==> config.mk <==
export PLATFORM = sky130hd
export DESIGN_NAME = bundle_cmd_queue
export DESIGN_NICKNAME = d
export VERILOG_FILES = /design/src/rtl/bundle_cmdq_pkg.sv /design/src/rtl/bundle_cmd_fifo.sv /design/src/rtl/bundle_cmd_queue.sv
export SDC_FILE = /design/constraint.sdc
export NUM_CORES = 1
export LEC_CHECK = 0
export ABC_AREA = 1
export BUFFER_PORTS_ARGS = -buffer_cell sky130_fd_sc_hd__clkbuf_2
export CELL_PAD_IN_SITES_DETAIL_PLACEMENT = 0
export CELL_PAD_IN_SITES_GLOBAL_PLACEMENT = 1
export CORE_MARGIN = 8
export CORE_UTILIZATION = 42
export DETAILED_ROUTE_END_ITERATION = 16
export PLACE_DENSITY_LB_ADDON = 0.1
export SLEW_MARGIN = 15
export SYNTH_ARGS = -nofsm -noshare
export SYNTH_HDL_FRONTEND = slang
export SYNTH_SLANG_ARGS = --single-unit
export TNS_END_PERCENT = 50
==> constraint.sdc <==
create_clock -name clk -period 5.05 [get_ports clk]
set_input_delay 0 -clock clk [delete_from_list [all_inputs] [get_ports clk]]
set_output_delay 0 -clock clk [all_outputs]
set_load 0.005 [all_outputs]
==> src/rtl/bundle_cmdq_pkg.sv <==
// Shared types for the bundle command queue: FSM states and the command payload.
package bundle_cmdq_pkg;

    localparam int unsigned HV_ADDRESS_WIDTH = 20;
    localparam int unsigned TAG_WIDTH        = 4;

    typedef enum logic [2:0] {
        S_IDLE,
        S_REJECT,
        S_ISSUE,
        S_WAIT_LOW,
        S_WAIT_HIGH
    } BundleCmdQ_State_t;

    typedef struct packed {
        logic [HV_ADDRESS_WIDTH-1:0] length;
        logic [HV_ADDRESS_WIDTH-1:0] hva;
        logic [HV_ADDRESS_WIDTH-1:0] hvb;
        logic [HV_ADDRESS_WIDTH-1:0] hvc;
        logic                        mode;
        logic [TAG_WIDTH-1:0]        tag;
    } bundle_cmd_t;

    // Zero-length commands are completed locally and never reach the mapper.
    function automatic logic is_zero_length(input bundle_cmd_t cmd);
        return cmd.length == '0;
    endfunction

endpackage

==> src/rtl/bundle_cmd_fifo.sv <==
// Synchronous first-word-fall-through FIFO of bundle commands.
// Full/empty are resolved with one extra pointer bit.
module bundle_cmd_fifo
    import bundle_cmdq_pkg::*;
#(
    parameter int unsigned DEPTH = 4
) (
    input  logic                     clk,
    input  logic                     reset,
    input  logic                     push,
    input  logic                     pop,
    input  bundle_cmd_t              wr_data,
    output bundle_cmd_t              head,
    output logic                     full,
    output logic                     empty,
    output logic [$clog2(DEPTH):0]   count
);

    localparam int unsigned PTR_W = $clog2(DEPTH);

    bundle_cmd_t      mem [DEPTH];
    logic [PTR_W:0]   wr_ptr;
    logic [PTR_W:0]   rd_ptr;
    logic             do_push;
    logic             do_pop;

    // A push at full is refused even if a pop happens in the same cycle.
    assign do_push = push && !full;
    assign do_pop  = pop && !empty;

    always_ff @(posedge clk) begin
        if (reset) begin
            wr_ptr <= '0;
            rd_ptr <= '0;
        end else begin
            if (do_push) wr_ptr <= wr_ptr + (PTR_W+1)'(1);
            if (do_pop)  rd_ptr <= rd_ptr + (PTR_W+1)'(1);
        end
    end

    always_ff @(posedge clk) begin
        if (do_push) mem[wr_ptr[PTR_W-1:0]] <= wr_data;
    end

    assign head  = mem[rd_ptr[PTR_W-1:0]];
    assign empty = (wr_ptr == rd_ptr);
    assign full  = (wr_ptr[PTR_W] != rd_ptr[PTR_W]) &&
                   (wr_ptr[PTR_W-1:0] == rd_ptr[PTR_W-1:0]);
    assign count = wr_ptr - rd_ptr;

endmodule

==> src/rtl/bundle_cmd_queue.sv <==
// Command queue and sequencer in front of the bundle kernel mapper.
// Optional watchdog enabled with `define BUNDLE_CMDQ_WATCHDOG_EN.
module bundle_cmd_queue
    import bundle_cmdq_pkg::*;
#(
    parameter int unsigned QUEUE_DEPTH = 4
`ifdef BUNDLE_CMDQ_WATCHDOG_EN
    ,
    parameter int unsigned TIMEOUT_CYCLES = 65535
`endif
) (
    input  logic                           clk,
    input  logic                           reset,
    input  logic                           cmd_valid,
    output logic                           cmd_ready,
    input  logic [HV_ADDRESS_WIDTH-1:0]    cmd_length,
    input  logic [HV_ADDRESS_WIDTH-1:0]    cmd_hva,
    input  logic [HV_ADDRESS_WIDTH-1:0]    cmd_hvb,
    input  logic [HV_ADDRESS_WIDTH-1:0]    cmd_hvc,
    input  logic                           cmd_mode,
    input  logic [TAG_WIDTH-1:0]           cmd_tag,
    output logic                           map_valid,
    output logic [HV_ADDRESS_WIDTH-1:0]    map_vec_length,
    output logic [HV_ADDRESS_WIDTH-1:0]    map_hva,
    output logic [HV_ADDRESS_WIDTH-1:0]    map_hvb,
    output logic [HV_ADDRESS_WIDTH-1:0]    map_hvc,
    output logic                           map_mode,
    input  logic                           map_done,
    output logic                           cpl_valid,
    output logic [TAG_WIDTH-1:0]           cpl_tag,
    output logic                           cpl_err,
    output logic [$clog2(QUEUE_DEPTH):0]   occupancy,
    output logic                           idle
`ifdef BUNDLE_CMDQ_WATCHDOG_EN
    ,
    output logic                           wd_timeout
`endif
);

    BundleCmdQ_State_t state;
    BundleCmdQ_State_t state_next;
    bundle_cmd_t       cmd_in;
    bundle_cmd_t       fifo_head;
    bundle_cmd_t       cur_cmd;
    logic              fifo_full;
    logic              fifo_empty;
    logic              fifo_pop;
    logic              wd_flag;

    assign cmd_in = '{length: cmd_length, hva: cmd_hva, hvb: cmd_hvb,
                      hvc: cmd_hvc, mode: cmd_mode, tag: cmd_tag};

    bundle_cmd_fifo #(
        .DEPTH (QUEUE_DEPTH)
    ) u_fifo (
        .clk     (clk),
        .reset   (reset),
        .push    (cmd_valid),
        .pop     (fifo_pop),
        .wr_data (cmd_in),
        .head    (fifo_head),
        .full    (fifo_full),
        .empty   (fifo_empty),
        .count   (occupancy)
    );

    assign cmd_ready = !fifo_full;
    assign idle      = fifo_empty && (state == S_IDLE);

    always_ff @(posedge clk) begin
        if (reset) begin
            state   <= S_IDLE;
            cur_cmd <= '0;
        end else begin
            state <= state_next;
            if (fifo_pop) cur_cmd <= fifo_head;
        end
    end

    // Completion is flagged on the same cycle map_done is seen high in S_WAIT_HIGH.
    always_comb begin
        state_next = state;
        fifo_pop   = 1'b0;
        map_valid  = 1'b0;
        cpl_valid  = 1'b0;
        cpl_tag    = '0;
        cpl_err    = 1'b0;
        case (state)
            S_IDLE: begin
                if (!fifo_empty && map_done) begin
                    fifo_pop   = 1'b1;
                    state_next = is_zero_length(fifo_head) ? S_REJECT : S_ISSUE;
                end
            end
            S_REJECT: begin
                cpl_valid  = 1'b1;
                cpl_err    = 1'b1;
                cpl_tag    = cur_cmd.tag;
                state_next = S_IDLE;
            end
            S_ISSUE: begin
                map_valid  = 1'b1;
                state_next = S_WAIT_LOW;
            end
            S_WAIT_LOW: begin
                if (!map_done) state_next = S_WAIT_HIGH;
            end
            S_WAIT_HIGH: begin
                if (map_done) begin
                    cpl_valid  = 1'b1;
                    cpl_err    = wd_flag;
                    cpl_tag    = cur_cmd.tag;
                    state_next = S_IDLE;
                end
            end
            default: state_next = S_IDLE;
        endcase
    end

    assign map_vec_length = cur_cmd.length;
    assign map_hva        = cur_cmd.hva;
    assign map_hvb        = cur_cmd.hvb;
    assign map_hvc        = cur_cmd.hvc;
    assign map_mode       = cur_cmd.mode;

`ifdef BUNDLE_CMDQ_WATCHDOG_EN
    localparam int unsigned WD_W = $clog2(TIMEOUT_CYCLES + 1);

    logic [WD_W-1:0] wd_cnt;
    logic            waiting;

    assign waiting = (state == S_WAIT_LOW) || (state == S_WAIT_HIGH);

    // Per-command cycle counter; the flag only taints the completion, the FSM keeps waiting.
    always_ff @(posedge clk) begin
        if (reset) begin
            wd_cnt     <= '0;
            wd_flag    <= 1'b0;
            wd_timeout <= 1'b0;
        end else if (fifo_pop) begin
            wd_cnt  <= '0;
            wd_flag <= 1'b0;
        end else if (waiting) begin
            if (wd_cnt != WD_W'(TIMEOUT_CYCLES)) wd_cnt <= wd_cnt + WD_W'(1);
            if (wd_cnt == WD_W'(TIMEOUT_CYCLES - 1)) begin
                wd_flag    <= 1'b1;
                wd_timeout <= 1'b1;
            end
        end
    end
`else
    assign wd_flag = 1'b0;
`endif

endmodule
==> results of run 1 <==
layout by cell type (no fill, tap or decap):
cell type                       instances
sky130_fd_sc_hd__bufinv_16              6
sky130_fd_sc_hd__clkinv_4               1
sky130_fd_sc_hd__inv_2                  1
sky130_fd_sc_hd__ha_1                   7
sky130_fd_sc_hd__fa_1                   1
sky130_fd_sc_hd__a21oi_1               33
sky130_fd_sc_hd__buf_12                 3
sky130_fd_sc_hd__nor2_2                 1
sky130_fd_sc_hd__nand3_1               43
sky130_fd_sc_hd__a21oi_2                1
sky130_fd_sc_hd__clkbuf_1              18
sky130_fd_sc_hd__diode_2                1
sky130_fd_sc_hd__dfxtp_4                2
sky130_fd_sc_hd__clkbuf_16             47
sky130_fd_sc_hd__nor2_1               267
sky130_fd_sc_hd__nand4_1                1
sky130_fd_sc_hd__o21ai_1                1
sky130_fd_sc_hd__inv_4                  1
sky130_fd_sc_hd__nor3_1                 3
sky130_fd_sc_hd__dfxtp_1               94
sky130_fd_sc_hd__o22ai_1                4
sky130_fd_sc_hd__xor2_1                 1
sky130_fd_sc_hd__edfxtp_1             340
sky130_fd_sc_hd__o21ai_0              221
sky130_fd_sc_hd__clkinv_1               2
sky130_fd_sc_hd__nor2_4                 5
sky130_fd_sc_hd__inv_6                  1
sky130_fd_sc_hd__clkinv_2               5
sky130_fd_sc_hd__clkbuf_2             181
sky130_fd_sc_hd__inv_1                 27
sky130_fd_sc_hd__nand2_1              125
sky130_fd_sc_hd__clkbuf_8               5
sky130_fd_sc_hd__a31oi_1               61
sky130_fd_sc_hd__buf_4                 13
sky130_fd_sc_hd__o21bai_1               1
sky130_fd_sc_hd__clkinvlp_4             2
sky130_fd_sc_hd__dlygate4sd3_1         88
cells by family after synthesis:
group           synth area share
simple gates               0.103
flops                      0.722
compound gates             0.101
buf+inv                   0.0673
fa+ha+maj                0.00640
xor+xnor                0.000521
worst max-delay path by stage:
stage / startpoint / end / slack, ps / cells past startpoint
final: flop / state[0] / 1480 / 14
after CTS: flop / state[0] / 1420 / 14
after floorplan: u_fifo.wr_ptr[0] / u_fifo.mem[0][0] / -50 / 5
after detailed placement: flop / state[0] / 1960 / 13
after global placement: flop / state[0] / 1950 / 13
after global routing: flop / state[0] / 1130 / 14
layout make-up:
| cell class | instances | area, µm² |
|---|---|---|
| antenna | 1 | 2.50 |
| clock buffer | 70 | 1310 |
| clock inverter | 15 | 235 |
| fill | 3538 | 19600 |
| inverter | 31 | 121 |
| multi-input combinational | 776 | 3590 |
| sequential | 436 | 12100 |
| tap | 525 | 657 |
| timing repair buffer | 285 | 1940 |
stage by stage:
step	total power (W)	TNS [ps]	instances
after floorplan	0.00592	-12480	1406
after global placement	0.00641	0	1965
after detailed placement	0.00642	0	1965
after CTS	0.00994	0	2138
after global routing	0.0103	0	2138
final	0.00978	0	2139
power by group:
part / total [W] / leakage (nW) / switching (W) / internal [W]
Sequential: 0.00447 / 3.91 / 0.000216 / 0.00425
Clock: 0.00343 / 0.745 / 0.00133 / 0.00210
Combinational: 0.00188 / 2.73 / 0.00125 / 0.000628
routing by layer:
| metal | vias to the layer above | global-route usage | wire (µm) |
|---|---|---|---|
| li1 | 5216 | - | - |
| met4 | 4 | 0.0496 | 724 |
| met5 | - | 0 | 27 |
| met2 | 234 | 0.263 | 18300 |
| met3 | 53 | 0.0331 | 1930 |
| met1 | 4980 | 0.231 | 18700 |
sequential cells by signal, indices dropped and copies added, names as in the netlist, named ones only:
| name | cells |
|---|---|
| map_hvc | 20 |
| map_hva | 20 |
| cur_cmd | 4 |
| map_vec_length | 20 |
| map_hvb | 20 |
| state | 3 |
| u_fifo.rd_ptr | 3 |
| u_fifo.mem | 340 |
| map_mode | 1 |
| u_fifo.wr_ptr | 3 |
critical path: cells and delay by family, from the launching register on:
family | cells | cell delay [ps]
buffers and inverters | 3 | 1970
and+or+nand+nor | 10 | 770
DFF | 1 | 570
AOI/OAI and AO/OA | 1 | 50
==> summary.txt, run 1 <==
Status
  – Outcome: completed

CTS
  – H-tree depth: 2
  – Hold buffer count at cts: a little under 90
  – Number of resized instances in the post-cts repair step: 0
  – Library cell used as clock root buffer: sky130_fd_sc_hd__clkbuf_16
  – Clock Pin Slew Worst Setup and Hold Paths: 60 ps
  – CTS tree: done
  – Number of sinks driven by the clock tree: ~440
  – Maximum count of clock buffers along a single path: 3
  – Insertion delay to the later sink of the worst-skew pair: approximately 560 ps
  – Total CTS buffers: 46
  – Number of buffers inserted to repair setup after CTS: 0

Route
  – WL final: around 40 mm
  – Overall via count from detail_route: about 10000
  – Detailed Route Iter0 Violations: between 600 and 700
  – Average via count per standard cell: 4.90
  – Routed Antenna Nets: 0
  – First-pass iteration count of the detailed router: 5
  – Number of DRC violations after detailed routing: 0
  – Routed wirelength normalized by instance count: 18.5 µm

Worst hold path
  – End point of the worst hold path: u_fifo.wr_ptr[1]
  – Hold path depth: 3
  – Worst Hold Class: input port to flop
  – Startpoint of the worst hold path: cmd_valid

Global route
  – Number of antenna violations at the first check in global routing: 3
  – Pin count of the biggest net entering global routing: 87
  – Global-route usage over all layers: 0.167
  – First-pass GRT wire length: 61.0 mm
  – Total global routing overflow: 0
  – Via count of the first global-routing pass: 10400

Flow run
  – Number of maximum-capacitance violations: 0

Yosys
  – Post-synthesis register bit count: around 440
  – Fraction of post-synthesis cell area in the top cell type by area: 0.607
  – Count of synthesis-stage warnings from yosys: 0
  – Most repeated cell in the gate-level netlist after synthesis: sky130_fd_sc_hd__edfxtp_1
  – Syn Inst Count: 1406
  – Main synth FF type: sky130_fd_sc_hd__edfxtp_1
  – Syn avg cell area: about 12 µm²
  – Library cells used by synthesis: 27
  – Async SR Flop Fraction: 0
  – Number of flops mapped to enable cells by yosys: 340
  – Number of nets produced by synthesis: approximately 1500
  – Commonest cells in the synthesized netlist: sky130_fd_sc_hd__edfxtp_1, sky130_fd_sc_hd__nor2_1, sky130_fd_sc_hd__o21ai_0, sky130_fd_sc_hd__nand2_1, sky130_fd_sc_hd__dfxtp_1
  – Total standard cell area after synthesis: 0.0168 mm²
  – Sequential fraction of the synthesis area: 0.722
  – Dominant cell type by area after synthesis: sky130_fd_sc_hd__edfxtp_1
  – Leading post-synthesis cells by cell area: sky130_fd_sc_hd__edfxtp_1, sky130_fd_sc_hd__dfxtp_1, sky130_fd_sc_hd__o21ai_0, sky130_fd_sc_hd__nor2_1, sky130_fd_sc_hd__buf_4

Floorplan
  – I/O Pins: approximately 180
  – Number of cell rows: 73
  – Die outline height: ~220 µm
  – Initial core utilization: 0.424
  – Die area: 0.0467 mm²
  – Die width: 216 µm
  – Std-Cell Core Area: between 0.03 and 0.04 mm²

Layout
  – Final cell area excluding filler cells: roughly 0.02 mm²
  – Synthesis-to-finish area growth: 19.0%
  – Post-layout nets: around 1700
  – Layout Utilization: 0.504
  – Proportion of layout cells with a drive suffix above 1: 0.170

STA
  – Worst slack on hold paths: between 70 and 80 ps
  – Final number of max-transition violations: 0
  – Slew margin rel.: 0.364
  – Unrepaired setup endpoints after global routing: no
  – Actual transition at the worst max-transition pin: 951 ps
  – Final Critical Period: 3570 ps
  – Setup-failing EPs final: 0
  – Maximum clock rate: about 280 MHz
  – Final Hold Viols: 0
  – Layout Skew: approximately 19 ps
  – Final worst-path cycle share: 0.708
  – Slack of the critical path: roughly 1500 ps

Placement
  – HPWL after DPL: around 22 mm
  – Count of input and output buffers: roughly 180
  – Final weighted congestion in routability-driven placement: approximately 0.74
  – Placement Setup Slack: between 1500 and 2000 ps
  – Instance area at placement: between 0.015 and 0.02 mm²

Pwr
  – LEAKAGE: between 7 and 8 nW
  – Pwr per Cell Area: slightly below 500 mW/mm²
  – Max rail drop VDD: 287 µV

Worst setup path
  – Register-to-register setup slack: roughly 1500 ps
  – Worst Path Arrival: 4020 ps
  – Most prevalent standard cell on the critical path: sky130_fd_sc_hd__nand2_1
  – Startpoint type of the worst setup path: flop
  – Top fanout value on the critical path: 76
  – List of cells traversed by the critical path: buf_4 > buf_4 > nand2_1 > nand3_1 > nand2_1 > nand2_1 > nor2_1 > nand2_1 > nor2_1 > nand2_1 > nand2_1 > nand2_1 > a21oi_2 > dlygate4sd3_1
  – Worst reg-to-reg path cell count: 14
  – Required time worst endpoint: 5500 ps
  – Largest incremental delay on the critical path: 770 ps
  – Library cell contributing the largest single delay on the critical path: sky130_fd_sc_hd__buf_4
  – Worst reg2reg path endpoint: state[0]
  – Class of the most critical setup path: flop to flop
  – Critical path capture point type: flop
Note: power is estimated with default switching activity, not from simulation.
==> run 2, diff against run 1 <==
ABC_AREA = 0   (was 1)
CORE_UTILIZATION = 45   (was 42)
clock period = 3.1 ns   (was 5.05 ns; I/O delays follow)
==> summary.txt, run 2 <==
Placement
  – Count of input and output buffers: 181 (unchanged)
  – Instance area at placement: 0.0174 mm² (was 0.0176 mm²)
  – Placement Setup Slack: 707 ps (was 1960 ps)
  – Final weighted congestion in routability-driven placement: 0.747 (was 0.741)
  – HPWL after DPL: 21.6 mm (was 21.8 mm)

Flow run
  – Number of maximum-capacitance violations: 0 (unchanged)

Global route
  – Global-route usage over all layers: 0.167 (about the same)
  – Pin count of the biggest net entering global routing: 59 (was 87)
  – Total global routing overflow: 0 (unchanged)
  – First-pass GRT wire length: 55.8 mm (was 61.0 mm)
  – Number of antenna violations at the first check in global routing: 2 (was 3)
  – Via count of the first global-routing pass: 9154 (was 10400)

Route
  – Routed wirelength normalized by instance count: 21.2 µm (was 18.5 µm)
  – WL final: 36.0 mm (was 39.7 mm)
  – Routed Antenna Nets: 0 (unchanged)
  – Average via count per standard cell: 5.08 (was 4.90)
  – First-pass iteration count of the detailed router: 6 (was 5)
  – Overall via count from detail_route: 8627 (was 10500)
  – Number of DRC violations after detailed routing: 0 (unchanged)
  – Detailed Route Iter0 Violations: 459 (was 641)

Worst setup path
  – Register-to-register setup slack: 740 ps (was 1480 ps)
  – Required time worst endpoint: 3320 ps (was 5500 ps)
  – Top fanout value on the critical path: 45 (was 76)
  – Number of buffer and inverter instances along the worst setup path: 2 (was 3)
  – Critical path's top delay family: simple AND/OR/NAND/NOR gates (was buffers and inverters)
  – Worst Path Arrival: 2570 ps (was 4020 ps)
  – Crit path from: u_fifo.wr_ptr[0]
  – Path length in cells of the critical path: 6 (was 14)
  – Worst setup path endpoint: u_fifo.mem[0][20] (was state[0])
  – Startpoint type of the worst setup path: flop (unchanged)
  – Class of the most critical setup path: flop to flop (unchanged)
  – Library cell contributing the largest single delay on the critical path: sky130_fd_sc_hd__and2_4 (was sky130_fd_sc_hd__buf_4)
  – Worst R2R Start: u_fifo.wr_ptr[0]
  – Worst reg-to-reg path cell count: 6 (was 14)
  – List of cells traversed by the critical path: inv_1 > ha_1 > nand2_1 > o21a_1 > and2_4 > buf_12 (was buf_4 > buf_4 > nand2_1 > nand3_1 > nand2_1 > nand2_1 > nor2_1 > nand2_1 > nor2_1 > nand2_1 > nand2_1 > nand2_1 > a21oi_2 > dlygate4sd3_1)
  – Largest incremental delay on the critical path: 410 ps (was 770 ps)
  – Worst reg2reg path endpoint: u_fifo.mem[0][20] (was state[0])
  – Critical path capture point type: flop (unchanged)

STA
  – Slew margin rel.: 0.428 (was 0.364)
  – Maximum clock rate: 425 MHz (was 280 MHz)
  – Final number of max-transition violations: 0 (unchanged)
  – Actual transition at the worst max-transition pin: 858 ps (was 951 ps)
  – Layout Skew: 20.6 ps (was 18.9 ps)
  – Slack of the critical path: 745 ps (was 1480 ps)
  – Final Critical Period: 2360 ps (was 3570 ps)
  – Final worst-path cycle share: 0.760 (was 0.708)
  – Setup-failing EPs final: 0 (unchanged)
  – Final Hold Viols: 0 (unchanged)
  – Setup Total Neg Slack: 0 ps (unchanged)
  – Unrepaired setup endpoints after global routing: no (unchanged)

CTS
  – Hold buffer count at cts: 88 (unchanged)
  – Clock Pin Slew Worst Setup and Hold Paths: 60 ps (about the same)
  – Number of buffers inserted to repair setup after CTS: 0 (unchanged)
  – Number of resized instances in the post-cts repair step: 0 (unchanged)
  – CTS tree: done (unchanged)
  – Maximum count of clock buffers along a single path: 3 (unchanged)
  – Total CTS buffers: 47 (was 46)
  – Number of sinks driven by the clock tree: 436 (unchanged)
  – Library cell used as clock root buffer: sky130_fd_sc_hd__clkbuf_16 (unchanged)
  – H-tree depth: 2 (unchanged)
  – Insertion delay to the later sink of the worst-skew pair: 560 ps (about the same)

Pwr
  – Pwr per Cell Area: 753 mW/mm² (was 489 mW/mm²)
  – LEAKAGE: 6.96 nW (was 7.38 nW)
  – Final Total Pwr: 0.0150 W (was 0.00978 W)
  – Fraction of power consumed by combinational cells: 0.135 (was 0.192)
  – Max rail drop VDD: 441 µV (was 287 µV)
  – Net switching power: 0.00359 W (was 0.00280 W)
  – Internal Pwr Total: 0.0115 W (was 0.00698 W)
  – Fraction of power consumed by sequential logic: 0.463 (was 0.457)
  – Clock network fraction of total power: 0.403 (was 0.351)
  – Switching part of the total power: 0.239 (was 0.286)

Layout
  – Layout Utilization: 0.550 (was 0.504)
  – Synthesis-to-finish area growth: 21.4% (was 19.0%)
  – Post-layout nets: 1287 (was 1673)
  – Proportion of layout cells with a drive suffix above 1: 0.299 (was 0.170)
  – Flip-flop count of the largest register, all copies and words added: 340 (unchanged)
  – Highest-count cells in the layout ignoring fill and taps: sky130_fd_sc_hd__edfxtp_1, sky130_fd_sc_hd__clkbuf_2, sky130_fd_sc_hd__nand2_1 (was sky130_fd_sc_hd__edfxtp_1, sky130_fd_sc_hd__nor2_1, sky130_fd_sc_hd__o21ai_0)
  – Final cell area excluding filler cells: 0.0200 mm² (about the same)
  – Most common cell after layout, fill and taps aside: sky130_fd_sc_hd__edfxtp_1 (unchanged)

Yosys
  – Compound-cell area share of the yosys netlist: 0.0315 (was 0.101)
  – Dominant combinational cell family by area after synthesis: multiplexers (was simple AND/OR/NAND/NOR gates)
  – XOR/XNOR share of the synthesized area: 0.00266 (was 0.000521)
  – Multiplexer fraction of the synthesized cell area: 0.119 (was 0)
  – Total standard cell area after synthesis: 0.0165 mm² (was 0.0168 mm²)
  – Leading post-synthesis cells by cell area: sky130_fd_sc_hd__edfxtp_1, sky130_fd_sc_hd__dfxtp_1, sky130_fd_sc_hd__mux4_2, sky130_fd_sc_hd__nand2_1, sky130_fd_sc_hd__buf_4 (was sky130_fd_sc_hd__edfxtp_1, sky130_fd_sc_hd__dfxtp_1, sky130_fd_sc_hd__o21ai_0, sky130_fd_sc_hd__nor2_1, sky130_fd_sc_hd__buf_4)
  – Sequential fraction of the synthesis area: 0.737 (was 0.722)
  – Dominant cell type by area after synthesis: sky130_fd_sc_hd__edfxtp_1 (unchanged)
  – Number of nets produced by synthesis: 1075 (was 1503)
  – Commonest cells in the synthesized netlist: sky130_fd_sc_hd__edfxtp_1, sky130_fd_sc_hd__nand2_1, sky130_fd_sc_hd__dfxtp_1, sky130_fd_sc_hd__a21oi_1, sky130_fd_sc_hd__buf_4 (was sky130_fd_sc_hd__edfxtp_1, sky130_fd_sc_hd__nor2_1, sky130_fd_sc_hd__o21ai_0, sky130_fd_sc_hd__nand2_1, sky130_fd_sc_hd__dfxtp_1)
  – Async SR Flop Fraction: 0 (unchanged)
  – Synth Area in Adders: 0.00654 (was 0.00640)
  – Post-synthesis register bit count: 436 (unchanged)
  – Number of flops mapped to enable cells by yosys: 340 (unchanged)
  – Post-synthesis share of cell area spent on and, or, nand and nor gates: 0.0509 (was 0.103)
  – Library cells used by synthesis: 36 (was 27)
  – Fraction of post-synthesis cell area in the top cell type by area: 0.620 (was 0.607)
  – Most repeated cell in the gate-level netlist after synthesis: sky130_fd_sc_hd__edfxtp_1 (unchanged)
  – Syn avg cell area: 16.8 µm² (was 12.0 µm²)
  – Main synth FF type: sky130_fd_sc_hd__edfxtp_1 (unchanged)
  – Syn Inst Count: 978 (was 1406)
  – Count of synthesis-stage warnings from yosys: 0 (unchanged)

Worst hold path
  – Worst Hold Class: input port to flop (unchanged)

Status
  – Outcome: completed (unchanged)

Floorplan
  – Die outline height: 207 µm (was 216 µm)
  – Die width: 207 µm (was 216 µm)
  – Die area: 0.0430 mm² (was 0.0467 mm²)
  – Initial core utilization: 0.453 (was 0.424)
  – I/O Pins: 182 (unchanged)
  – Number of cell rows: 70 (was 73)
  – Std-Cell Core Area: 0.0363 mm² (was 0.0396 mm²)
-- run 2: layer usage --
layer  share of wire  global-route usage  vias to the layer above
met1            0.45               0.221                     4322
met5               0                   0                        -
met4           0.017              0.0419                        0
met3           0.060              0.0379                       50
li1                -                   -                     4044
met2            0.48               0.277                      211
-- run 2: logic make-up (layout without fill, tap and decap cells) --
logic type | after synthesis | count (layout)
simple gates | 209 | 209
mux | 87 | 87
buf+inv | 136 | 387
xor+xnor | 5 | 5
compound gates | 97 | 97
fa+ha+maj | 8 | 8
other cells | 0 | 2
flops | 436 | 436
-- run 2: power groups by stage --
stage               registers [W]  logic [W]  clock network, W
finish                    0.00696    0.00203           0.00605
CTS                       0.00697    0.00209           0.00617
global placement          0.00708    0.00198                 0
floorplan                 0.00697    0.00154                 0
detailed placement        0.00709    0.00199                 0
global route              0.00701    0.00224           0.00641
-- run 2: stage by stage --
| step | instances | hold WS, ps |
|---|---|---|
| CTS | 1697 | 167 |
| global route | 1698 | 190 |
| finish | 1699 | 207 |
| floorplan | 978 | 79.3 |
| detailed placement | 1521 | 223 |
| global placement | 1521 | 218 |
-- run 2: layout make-up --
| class | count | area (µm²) |
|---|---|---|
| Fill cell | 2942 | 16400 |
| Sequential cell | 436 | 12100 |
| Multi-Input combinational cell | 406 | 3490 |
| Timing Repair Buffer | 291 | 2030 |
| Clock buffer | 58 | 1280 |
| Tap cell | 468 | 586 |
| Clock inverter | 30 | 422 |
| Inverter | 8 | 32.5 |
| Antenna cell | 2 | 5.00 |
-- run 2: worst min path at each step --
stage,startpoint,endpoint,slack [ps],depth (start not counted)
after global placement,cmd_hvc[9],u_fifo.mem[2][14],220,1
after CTS,cmd_hvb[0],u_fifo.mem[2][25],170,2
after floorplan,map_done,state[2],80,1
after detailed placement,cmd_hvc[11],u_fifo.mem[1][16],220,1
final,cmd_hvb[13],u_fifo.mem[0][38],210,2
after global routing,cmd_hvc[7],u_fifo.mem[0][12],190,2
